$ cat src/rtl/game_state_controller.sv
// Space Invaders game sequencer: start/pause/win/lose FSM driving the datapath reset/pause, plus BCD score.
// Define GSC_HIGH_SCORE_EN to build the high-score register; otherwise hi_score_bcd is tied to zero.
module game_state_controller #(
    parameter int unsigned RESET_PULSE_CYCLES = 4,
    parameter int unsigned END_FRAMES         = 180
) (
    input  logic        clk,
    input  logic        reset,
    input  logic        start_btn,
    input  logic        pause_btn,
    input  logic        frame_tick,
    input  logic        alien_hit,
    input  logic        game_over,
    input  logic        win,
    output logic        game_rst,
    output logic        game_pause,
    output logic [2:0]  state,
    output logic [11:0] score_bcd,
    output logic [11:0] hi_score_bcd
);

    typedef enum logic [2:0] {
        S_IDLE  = 3'd0,
        S_CLEAR = 3'd1,
        S_PLAY  = 3'd2,
        S_PAUSE = 3'd3,
        S_WIN   = 3'd4,
        S_LOSE  = 3'd5
    } state_t;

    localparam int unsigned CLR_W = $clog2(RESET_PULSE_CYCLES + 1);
    localparam int unsigned FRM_W = $clog2(END_FRAMES + 1);
    localparam logic [CLR_W-1:0] CLR_LAST = CLR_W'(RESET_PULSE_CYCLES - 1);
    localparam logic [FRM_W-1:0] FRM_LAST = FRM_W'(END_FRAMES - 1);

    state_t           state_q, state_d;
    logic [CLR_W-1:0] clr_cnt, clr_cnt_d;
    logic [FRM_W-1:0] frm_cnt, frm_cnt_d;
    logic [11:0]      score_q, score_d;

    // Input sampling stage; an event sampled here acts on the FSM one edge later.
    logic s_start, s_pause, s_hit, s_over, s_win, s_tick;
    logic start_q, pause_q, hit_q;
    logic start_rise, pause_rise, hit_rise;

    assign start_rise = s_start & ~start_q;
    assign pause_rise = s_pause & ~pause_q;
    assign hit_rise   = s_hit   & ~hit_q;

    function automatic logic [11:0] bcd_inc(input logic [11:0] v);
        logic [3:0] h, t, u;
        {h, t, u} = v;
        if (v == 12'h999) return v;
        if (u == 4'd9) begin
            u = 4'd0;
            if (t == 4'd9) begin
                t = 4'd0;
                h = h + 4'd1;
            end else begin
                t = t + 4'd1;
            end
        end else begin
            u = u + 4'd1;
        end
        return {h, t, u};
    endfunction

    always_ff @(posedge clk or posedge reset) begin
        if (reset) begin
            s_start <= 1'b1;
            s_pause <= 1'b1;
            s_hit   <= 1'b1;
            s_over  <= 1'b0;
            s_win   <= 1'b0;
            s_tick  <= 1'b0;
            start_q <= 1'b1;
            pause_q <= 1'b1;
            hit_q   <= 1'b1;
        end else begin
            s_start <= start_btn;
            s_pause <= pause_btn;
            s_hit   <= alien_hit;
            s_over  <= game_over;
            s_win   <= win;
            s_tick  <= frame_tick;
            start_q <= s_start;
            pause_q <= s_pause;
            hit_q   <= s_hit;
        end
    end

    always_comb begin
        state_d   = state_q;
        clr_cnt_d = clr_cnt;
        frm_cnt_d = frm_cnt;
        score_d   = score_q;
        case (state_q)
            S_IDLE:  if (start_rise) state_d = S_CLEAR;
            S_CLEAR: begin
                if (clr_cnt == CLR_LAST) state_d = S_PLAY;
                else                     clr_cnt_d = clr_cnt + 1'b1;
            end
            S_PLAY: begin
                if (hit_rise) score_d = bcd_inc(score_q);
                if (s_over)          state_d = S_LOSE;
                else if (s_win)      state_d = S_WIN;
                else if (pause_rise) state_d = S_PAUSE;
            end
            S_PAUSE: if (pause_rise) state_d = S_PLAY;
            S_WIN, S_LOSE: begin
                if (start_rise) begin
                    state_d = S_CLEAR;
                end else if (s_tick) begin
                    if (frm_cnt == FRM_LAST) state_d = S_IDLE;
                    else                     frm_cnt_d = frm_cnt + 1'b1;
                end
            end
            default: state_d = S_IDLE;
        endcase
        // Entry actions are applied on the transition edge itself.
        if (state_d == S_CLEAR && state_q != S_CLEAR) begin
            clr_cnt_d = '0;
            score_d   = '0;
        end
        if ((state_d == S_WIN || state_d == S_LOSE) && state_q != state_d)
            frm_cnt_d = '0;
    end

    always_ff @(posedge clk or posedge reset) begin
        if (reset) begin
            state_q    <= S_IDLE;
            clr_cnt    <= '0;
            frm_cnt    <= '0;
            score_q    <= '0;
            game_rst   <= 1'b1;
            game_pause <= 1'b1;
        end else begin
            state_q    <= state_d;
            clr_cnt    <= clr_cnt_d;
            frm_cnt    <= frm_cnt_d;
            score_q    <= score_d;
            game_rst   <= (state_d == S_IDLE) || (state_d == S_CLEAR);
            game_pause <= (state_d != S_PLAY);
        end
    end

    assign state     = state_q;
    assign score_bcd = score_q;

`ifdef GSC_HIGH_SCORE_EN
    logic [11:0] hi_q, hi_d;

    always_comb begin
        hi_d = hi_q;
        if ((state_d == S_WIN || state_d == S_LOSE) && state_q != state_d && score_d > hi_q)
            hi_d = score_d;
    end

    always_ff @(posedge clk or posedge reset) begin
        if (reset) hi_q <= '0;
        else       hi_q <= hi_d;
    end

    assign hi_score_bcd = hi_q;
`else
    assign hi_score_bcd = 12'h000;
`endif

endmodule
$ cat config.mk
export PLATFORM = sky130hd
export DESIGN_NAME = game_state_controller
export DESIGN_NICKNAME = d
export VERILOG_FILES = /design/src/rtl/game_state_controller.sv
export SDC_FILE = /design/constraint.sdc
export NUM_CORES = 1
export LEC_CHECK = 0
export ABC_AREA = 1
export BUFFER_PORTS_ARGS = -buffer_cell sky130_fd_sc_hd__buf_2
export CELL_PAD_IN_SITES_DETAIL_PLACEMENT = 1
export CELL_PAD_IN_SITES_GLOBAL_PLACEMENT = 1
export CORE_ASPECT_RATIO = 1.4
export CORE_MARGIN = 2
export CORE_UTILIZATION = 44
export CTS_CLUSTER_DIAMETER = 80
export CTS_CLUSTER_SIZE = 24
export DETAILED_ROUTE_END_ITERATION = 7
export GPL_TIMING_DRIVEN = 0
export HOLD_SLACK_MARGIN = 0.06
export PLACE_DENSITY = 0.81
export RECOVER_POWER = 100
export SYNTH_ARGS = -nofsm -noshare
export SYNTH_HDL_FRONTEND = slang
export SYNTH_SLANG_ARGS = --single-unit
$ cat constraint.sdc
create_clock -name clk -period 2.9 [get_ports clk]
set_input_delay 0.435 -clock clk [delete_from_list [all_inputs] [get_ports clk]]
set_output_delay 0.435 -clock clk [all_outputs]
set_load 0.03 [all_outputs]
==> run_results.csv <==
group,metric,value,unit
hold_path,hold_depth,1,
synth,synth-compound-area-share,4.41,%
timing,fmax,419,MHz
synth,synth_ff_type,"dfrtp_1",
timing,fin_crit_sh,82.2,%
timing,hold_viol_final,0,
final_layout,instances_no_fill,354,
hold_path,worstHoldStart,"start_btn",
clock_network,clk_pin_slew,80,ps
clock_network,post_cts_buffers,0,
place,dp_hpwl,3.38,mm
floorplan,start_util,45.7,%
clock_network,ctsHoldBuffers,0,
timing,final_max_slew_viol_count,0,
synth,avgSynthCellArea,8.33,µm²
synth,synth-simple-area-share,28.9,%
floorplan,io_pins,37,
global_routing,grt_overflow,0,
clock_network,post_cts_resized,0,
hold_path,min_to,"s_start",
clock_network,cts_num_sinks,37,
synth,synth-seq-cells,37,
synth,async_reset_ff_share,100,%
drt,num_vias,1694,
synth,synth_xor_area_share,3.38,%
timing,worst-slew-pin-transition,1420,ps
place,place_area,0.00231,mm²
floorplan,core.rowCount,29,
timing,setup_violations,0,
place,gp_congestion,0.767,
drt,remaining_drc_errors,0,
setup_path,worst-path-max-fanout,9,
final_layout,design_area,0.00234,mm²
final_layout,num_antenna_cells,0,
power_and_ir_drop,finalPower,1.89,mW
synth,synth_seq_area_share,45.1,%
drt,via_per_inst,4.79,
final_layout,num-fill-cells,607,
floorplan,die_y,85.2,µm
place,port_buffers,24,
drt,routed_wl,4.49,mm
floorplan,core_area,0.00454,mm²
setup_path,rr_startpoint,"score_bcd[1]",
timing,slew_headroom,4.95,%
clock_network,cts_tree,"built",
outcome,status,"finished clean",
synth,yosys_warnings,0,
timing,fin_skew,6.90,ps
setup_path,critPathCaptureType,"register",
power_and_ir_drop,vdd_ir_drop_max,0.550,mV
clock_network,clock_latency,290,ps
synth,syn_area,0.00207,mm²
synth,syn-instance-count,249,
floorplan,die_area,0.00528,mm²
final_layout,final_cell_mix,"nand2_1, inv_1, dfrtp_1, nor2_1, clkbuf_1",
synth,synth_edf_count,0,
place,place_inst,346,
floorplan,die_width,62.0,µm
setup_path,cpPeakStageDelay,440,ps
setup_path,crit_path_start_kind,"register",
clock_network,cts_root_buf,"clkbuf_8",
run,drv_cap,0,
setup_path,crit_chain,"inv_1 -> ha_1 -> nand2_1 -> nor2_1 -> nand4_1 -> nand2_1 -> clkinv_1 -> nand4_1 -> o21ai_0",
setup_path,arrival,2560,ps
place,place_ws,699,ps
power_and_ir_drop,power.leakage,1.26,nW
hold_path,hold_path.class,"in2reg",
final_layout,final_nets,308,
setup_path,required,3070,ps
setup_path,reg2reg_depth,9,
clock_network,cts_buffers,5,
setup_path,r2r_end,"score_bcd[0]",
global_routing,antenna_found_initial,0,
synth,yosysUniqueCellTypes,35,
final_layout,syn_to_final_growth,13.0,%
final_layout,layout_commonest_cell,"nand2_1",
setup_path,crit_type,"reg2reg",
drt,antenna_left,0,
setup_path,r2r_slack,520,ps
timing,setup_ws,515,ps
synth,muxShareOfSynthArea,0,%
drt,wire_per_inst,12.7,µm
setup_path,cp_slowest_cell,"nor2_1",
global_routing,grt_pass1_wl,7.78,mm
drt,dr.pass1.iters,4,
global_routing,grt_pass1_vias,1778,
clock_network,htree_levels,2,
power_and_ir_drop,power.density,805,mW/mm²
synth,synthAdderAreaFrac,5.43,%
timing,fin_crit,2380,ps
timing,fin_tns_setup,0,ps
synth,synth_top_family_by_area,"simple AND/OR/NAND/NOR gates",
timing,rsz0062_at_grt,"false",
drt,drt-initial-drc-count,42,
clock_network,cts_buffer_depth,2,
final_layout,drive_gt1_share,16.1,%
global_routing,grt_max_degree,38,
global_routing,grt_use_total,19.5,%
[worst max path at each step]
stage	start	to	slack, ps	cells after the start
6_report	score_bcd[1]	score_bcd[0]	520	9
5_1_grt	score_bcd[1]	score_bcd[0]	230	9
4_1_cts	score_bcd[1]	score_bcd[7]	680	9
3_5_place_dp	score_bcd[1]	score_bcd[4]	700	9
3_3_place_gp	score_bcd[1]	score_bcd[5]	790	9
2_1_floorplan	score_bcd[4]	score_bcd[0]	1020	8
[per-layer routing]
metal  track usage (%)  vias to the layer above  routed length (µm)
met5                 0                        -                   0
met4              5.80                        0                  52
met3              4.12                        4                 130
met2              34.6                       22                2520
met1              22.4                      826                1780
li1                  -                      842                   -
[cell usage after synthesis, types with 3 or more instances]
library cell	count	share of area (%)
nor3_1	5	1.2
nand2_1	60	11
a21oi_1	3	0.72
nor2_2	4	1.2
nand3_1	12	2.9
nor2_1	22	4.0
dfstp_2	8	10
xor2_1	7	3.0
nand4_1	10	3.0
buf_4	12	4.3
o311ai_0	3	1.3
inv_1	34	6.2
nand2_2	3	0.91
ha_1	9	5.4
dfrtp_1	29	35
inv_2	5	0.91
[state kept, by name (all words and copies together), names as in the netlist, 3 cells and up]
signal / count
score_bcd: 12
state: 3
clr_cnt: 3
frm_cnt: 8
[cell type report]
class | count | area, µm² | share of cell area [%]
buffer | 14 | 97.6 | 4.16
clock buffer | 6 | 72.6 | 3.10
clock inverter | 2 | 10.0 | 0.427
inverter | 41 | 154 | 6.57
multi-input combinational | 168 | 897 | 38.3
sequential | 37 | 936 | 39.9
tap | 62 | 77.6 | 3.31
timing repair buffer | 24 | 98.8 | 4.22
[critical path: cells and delay by family, from the launching register on]
family,cells,cell delay [ps]
flops,1,420
fa+ha+maj,1,150
simple gates,5,1210
buf+inv,2,410
compound gates,1,80
[through the flow]
step / utilization (%) / hold slack (ps)
floorplan: - / 350
global placement: 51.0 / 356
detailed placement: 51.0 / 355
CTS: 52.8 / 227
global route: 51.7 / 225
finish: 51.7 / 245
[report_power, final]
group          total (mW)  internal, mW  switching, mW
combinational       0.819         0.244          0.575
sequential          0.716         0.620         0.0958
clock               0.351         0.167          0.184
total                1.89          1.03          0.855
[kinds of logic after synthesis]
group                      after synthesis
DFF                                     37
AOI/OAI and AO/OA                       13
other                                    1
buffers and inverters                   55
adders and majority gates                9
xor gates and xnor gates                 8
and+or+nand+nor                        126
Power figures use the tool's default switching activity.
